===== config.mk =====
export PLATFORM = sky130hd
export DESIGN_NAME = mem_wb_stage
export DESIGN_NICKNAME = d
export VERILOG_FILES = /design/src/rtl/mem_wb_stage.sv
export SDC_FILE = /design/constraint.sdc
export NUM_CORES = 1
export LEC_CHECK = 0
export BUFFER_PORTS_ARGS = -buffer_cell sky130_fd_sc_hd__buf_4
export CAP_MARGIN = 40
export CORE_MARGIN = 8
export CORE_UTILIZATION = 59
export CTS_CLUSTER_SIZE = 8
export DETAILED_ROUTE_END_ITERATION = 6
export GPL_TIMING_DRIVEN = 0
export PLACE_DENSITY = 0.87
export SETUP_SLACK_MARGIN = 0.4
export SKIP_LAST_GASP = 1
export SYNTH_ARGS = -nofsm -noshare
export SYNTH_HDL_FRONTEND = slang
export SYNTH_SLANG_ARGS = --single-unit

===== constraint.sdc =====
create_clock -name clk -period 8.35 [get_ports clk]
set_input_delay 1.67 -clock clk [delete_from_list [all_inputs] [get_ports clk]]
set_output_delay 1.67 -clock clk [all_outputs]
set_load 0.02 [all_outputs]

===== src/rtl/mem_wb_stage.sv =====
// mem_wb_stage: MEM->WB pipeline register with load alignment and register-file write port
module mem_wb_stage #(
  parameter int width     = 32,
  parameter int AddrWidth = 5
) (
  input  logic                 clk,
  input  logic                 rst,
  input  logic                 stall,
  input  logic                 flush,
  input  logic                 mem_valid,
  input  logic                 mem_reg_write,
  input  logic [AddrWidth-1:0] mem_write_reg,
  input  logic [width-1:0]     mem_alu_result,
  input  logic [2:0]           mem_load_type,
  input  logic [1:0]           mem_addr_lo,
  input  logic [width-1:0]     mem_rdata,
  input  logic [width-1:0]     mem_rt_value,
  output logic                 wb_valid,
  output logic                 RegWrite,
  output logic [AddrWidth-1:0] Write_register,
  output logic [width-1:0]     Write_data
);
  logic                 committed;
  logic                 reg_write_q;
  logic [AddrWidth-1:0] write_reg_q;
  logic [width-1:0]     alu_q, rdata_q, rt_q;
  logic [2:0]           load_type_q;
  logic [1:0]           addr_lo_q;
  logic [7:0]           b;
  logic [15:0]          h;
  logic [width-1:0]     lwl, lwr, data;
  always_ff @(posedge clk or posedge rst) begin
    if (rst) begin
      wb_valid    <= 1'b0;
      committed   <= 1'b0;
      reg_write_q <= 1'b0;
      write_reg_q <= '0;
      alu_q       <= '0;
      rdata_q     <= '0;
      rt_q        <= '0;
      load_type_q <= '0;
      addr_lo_q   <= '0;
    end else if (flush) begin
      wb_valid  <= 1'b0;
      committed <= 1'b0;
    end else if (stall) begin
      committed <= committed | RegWrite;
    end else begin
      wb_valid    <= mem_valid;
      committed   <= 1'b0;
      reg_write_q <= mem_reg_write;
      write_reg_q <= mem_write_reg;
      alu_q       <= mem_alu_result;
      rdata_q     <= mem_rdata;
      rt_q        <= mem_rt_value;
      load_type_q <= mem_load_type;
      addr_lo_q   <= mem_addr_lo;
    end
  end
  // A held instruction writes once; committed masks the remaining stall cycles
  assign RegWrite       = wb_valid & reg_write_q & (|write_reg_q) & ~committed;
  assign Write_register = wb_valid ? write_reg_q : '0;
  assign b = rdata_q[{addr_lo_q, 3'b000} +: 8];
  assign h = addr_lo_q[1] ? rdata_q[31:16] : rdata_q[15:0];
  assign lwl = addr_lo_q == 2'd0 ? {rdata_q[7:0],  rt_q[23:0]} :
               addr_lo_q == 2'd1 ? {rdata_q[15:0], rt_q[15:0]} :
               addr_lo_q == 2'd2 ? {rdata_q[23:0], rt_q[7:0]}  : rdata_q;
  assign lwr = addr_lo_q == 2'd0 ? rdata_q :
               addr_lo_q == 2'd1 ? {rt_q[31:24], rdata_q[31:8]}  :
               addr_lo_q == 2'd2 ? {rt_q[31:16], rdata_q[31:16]} : {rt_q[31:8], rdata_q[31:24]};
  always_comb begin
    data = alu_q;
    case (load_type_q)
      3'd1:    data = {{24{b[7]}}, b};
      3'd2:    data = {24'd0, b};
      3'd3:    data = {{16{h[15]}}, h};
      3'd4:    data = {16'd0, h};
      3'd5:    data = rdata_q;
      3'd6:    data = lwl;
      3'd7:    data = lwr;
      default: data = alu_q;
    endcase
  end
  assign Write_data = wb_valid ? data : '0;
endmodule


# After elaboration in Yosys (flattened, before gate mapping)
# Index checks and enable logic that the tools add are counted.
# totals
mem_bits_ro	0
in_bits	112
word_cells	44
regBits	109
mem_bits_rw	0
latchBits	0
n_memories	0
# op_classes
order_cmp	0
div_mod_pow	0
addsub	0
shifts	1
mul	0
n_eq_ne	10
n_reduce_logical	3
n_mux	14
n_bitwise	7
# op_table
operator	n
32-bit one-hot mux with 7 select lines	1
32-bit two-way mux	5
16-bit two-way mux	2
32-bit by 6-bit indexed part select with 8-bit output	1
24-bit two-way mux	1
3-bit == test (second input constant)	4
3-bit by 2-bit == test with 1-bit output (second input constant)	2
5-bit two-way mux	1
5-bit OR reduction	1
1-bit two-way mux	4
1-bit AND	3
3-bit by 1-bit == test with 1-bit output (second input constant)	1
1-bit inverter	3
2-bit by 1-bit == test with 1-bit output (second input constant)	1
2-bit == test (second input constant)	1
2-bit logical NOT	1
2-bit by 1-bit inequality test with 1-bit output (second input constant)	1
2-bit AND reduction	1
1-bit OR	1

# Longest topological paths before layout
# depth
word_depth	6
depth_mapped	8
ltp_nobuf	5

# Worst setup path before layout
# OpenSTA, ideal clock, no wires.
# synth_timing
kind	register -> output
startpoint	reg addr_lo_q[0]
endpoint	out Write_data[6]
n_path_buf	3
slack_ns	4.927
arrival_time_ns	1.753
stages_incl_launch_ff	7
cell_sequence	dfrtp_1 -> buf_6 -> buf_4 -> buf_6 -> o311ai_0 -> nor3_1 -> a211oi_1
# synth_via
elab_chain_cells	6
elab_cells_between_ends	12
classes_between	eq/ne (2); shift (1); mux (8); reduce/logical (1)
# synth_rtl
element	line_no	source
from (decl)	28	logic [1:0] addr_lo_q;
from (signal assigned)	57	addr_lo_q <= mem_addr_lo;
parallel branches: the longest is 4 deep, another holds 32-bit by 6-bit indexed part select with 8-bit output	--	
32-bit one-hot mux with 7 select lines (*)	73	case (load_type_q)
32-bit two-way mux (*)	84	assign Write_data = wb_valid ? data : '0;
to (decl)	21	output logic [width-1:0] Write_data
# Every way passes the cells marked *.

# Final worst setup path
# layout_timing
startpoint	reg addr_lo_q[0]
endpoint	out Write_data[23]
# layout_via
elab_chain_cells	6
elab_cells_between_ends	11
classes_between	eq/ne (2); shift (1); mux (7); reduce/logical (1)
# layout_rtl
element	line_no
parallel branches: the longest is 4 deep, another holds 32-bit by 6-bit indexed part select with 8-bit output	--
32-bit one-hot mux with 7 select lines (*)	73
32-bit two-way mux (*)	84
# Marks and branches as above.

==> metrics <==
Final #Nets between 800 and 900; number of global-route vias before repair just over 6k; H-tree depth 3; DRC errors left 0; Peak VDD IR roughly 0.00017 V; top_reg_cell synth dfrtp_1; Hold Buf Count CTS 0; CP Cell Sequence buf_6 > inv_2 > buf_2 > buf_1 > o211ai_1 > a31oi_1 > buf_4; period utilization roughly 53%; Area Overhead vs Synth 24.1%; max-cap viol count 0; Crit Reg-Reg Startpoint addr_lo_q[0]; CTS resizes 0; Routed Antenna Nets 0; total negative setup slack 0 ps; register area share after synthesis between 40% and 50%; Starting Density around three fifths; final hold vios 0; FF+latch count, synth 109; number of buffers added on ports 150; largest net degree at the start of global routing 66; CP endpoint kind output pin; Post-Syn Nets ~700; Data required, critical path around 6700 ps; Synth area leader dfrtp_1; slowest cell delay on critical path ~540 ps; Post-Syn Area roughly 6400 sq um; initial DRC count 899; number of fill cells a little under 800; Fin Clk Skew 0.405 ps; number of setup violations in the final report 0; average cell area after synthesis about 11 sq um; Multi-input gate area 3300 sq um; Final Critical Period between 4000 and 5000 ps; number of synthesized flops with an enable pin 0; Die Y 120 um; critical path type reg -> out; RSZ-0062 raised after global routing false; Inserted Clock Buffers 9; Leak 3.42 nW; Netlist cell types a little over 40; leading post-synthesis cells by cell area dfrtp_1 43%, mux2_2 21%, mux2i_1 5.2%; Hold WC Path Type reg -> reg; Inserted Diodes 0; core area approximately 11,000 sq um; GRT Overall Usage 32.1%; via count just under 6k; hold path start alu_q[13]; clk sinks ~110; Longest Clk Path Bufs 2; post-synth top area share a little over two fifths; Placement Cell Area approximately 7700 sq um; worst setup path start addr_lo_q[0]; Avg WL per Cell approximately 25 um; CP Launch Type flip-flop; Setup Buffers After CTS 0; Synth Instances just under 600; Max Freq 0.228 GHz; yosys warns 0; status finished, final reports clean; WP data arrival 2720 ps; die width roughly 120 um; clock root cell clkbuf_8; Final Wtd Congestion between 0.9 and 1; Die Area between 10,000 and 15,000 sq um; Finished Core Util 74.0%; CP Max Fanout 10; initial antenna violation count 0; vias per cell 6.51; clk_lat worst skew 390 ps; Max-slew headroom approximately half; final instance area between 7000 and 8000 sq um; final max-slew violation count 0; Cell Rows 38; first-pass GRT wire length 35.4 mm; clock tree from TritonCTS built; asr flop ratio synth 100%; final wirelength 23.0 mm; PwrDens 196 nW/um^2; Top Ports ~150; dpl hpwl roughly 18 mm; GRT overflow 0; Slew @ Worst Pin approximately 750 ps; clock-pin slew on the worst setup and hold paths 100 ps; CP max-delay cell buf_1; FF/Latch Area ~2700 sq um; Pre-antenna DRT Iters 6; share of cells above drive strength 1 a little over two fifths
-- path summary, 6_finish.rpt --
| check | end | slack [ps] | cells after the start |
|---|---|---|---|
| max reg2reg | addr_lo_q[0] | 6430 | 5 |
| min | alu_q[13] | 520 | 1 |
| min in group asynchronous | rdata_q[20] | 1340 | 2 |
| min reg2reg | alu_q[13] | 520 | 1 |
| max in group asynchronous | rt_q[30] | 6290 | 3 |
| max | Write_data[23] | 3960 | 7 |
-- Yosys cell counts (13+ instances only) --
library cell / count
mux2_2: 116
dfrtp_1: 109
o21ai_0: 61
a21oi_1: 49
mux2i_1: 33
nand2_1: 20
nor2_1: 18
a211oi_1: 17
buf_2: 17
clkbuf_1: 14
nor2b_1: 14
o211ai_1: 14
nor3_1: 13
-- cell usage in the layout, fill, tap and decap left out, types with 3 or more instances in the layout --
master / n
nor2_1: 18
mux2i_1: 33
buf_6: 10
nand3_1: 11
nand2b_1: 3
o21ai_0: 61
and3_1: 5
inv_2: 3
o311ai_0: 3
o211ai_1: 14
a21oi_1: 49
a211oi_1: 17
buf_2: 17
buf_4: 156
a222oi_1: 8
nand4_1: 3
or2_2: 3
dfrtp_1: 109
a31oi_1: 8
nor2b_1: 14
nand2_1: 20
a22oi_1: 11
clkbuf_1: 14
clkbuf_8: 11
nor3_1: 13
mux2_2: 116
and2_1: 7
-- through the flow --
step | setup slack [ps] | std cells | hold slack, ps | total power [W]
6_report | 3960 | 904 | 519 | 0.00154
5_1_grt | 3950 | 904 | 531 | 0.00161
4_1_cts | 4050 | 904 | 521 | 0.00153
3_5_place_dp | 4510 | 888 | 495 | 0.00121
3_3_place_gp | 2910 | 887 | 484 | 0.00119
2_1_floorplan | 3810 | 597 | 475 | 0.00100
-- sequential cells by signal, indices dropped and copies added (netlist names) --
register and cells:
alu_q 32, rdata_q 32, rt_q 32, write_reg_q 5, load_type_q 3, addr_lo_q 2
committed 1, reg_write_q 1, wb_valid 1
-- power breakdown --
| group | total [W] | switching, W | leakage, nW | internal, W |
|---|---|---|---|---|
| Clock | 0.000325 | 0.000193 | 0.104 | 0.000132 |
| Combinational | 0.000523 | 0.000285 | 2.03 | 0.000238 |
| Sequential | 0.000695 | 0.0000911 | 1.28 | 0.000604 |
-- layout make-up --
type / count / area share (%)
Multi-Input combinational cell: 434 / 41.9
Sequential cell: 109 / 34.6
Timing Repair Buffer: 151 / 14.6
Buffer: 49 / 3.84
Tap cell: 140 / 2.22
Clock buffer: 11 / 1.92
Clock inverter: 5 / 0.619
Inverter: 5 / 0.270
-- worst max-delay path: cells and delay by family, from the launching register on --
kind / cells / cell delay (ps)
buffers and inverters: 5 / 1400
AO/OA/AOI/OAI: 2 / 530
flip-flops: 1 / 390
-- logic make-up after synthesis --
family          synth area share, %
simple gates                   8.15
mux                            26.3
buf+inv                        5.06
compound gates                 17.5
flops                          42.9
-- per-layer routing --
metal | vias up | part of all wire (%) | global-route usage (%)
li1 | 2554 | - | -
met1 | 2879 | 39 | 38.7
met2 | 386 | 49 | 53.0
met3 | 70 | 8.8 | 8.64
met4 | 0 | 4.0 | 14.5
met5 | - | 0 | 0
(Power assumes the default switching activity.)
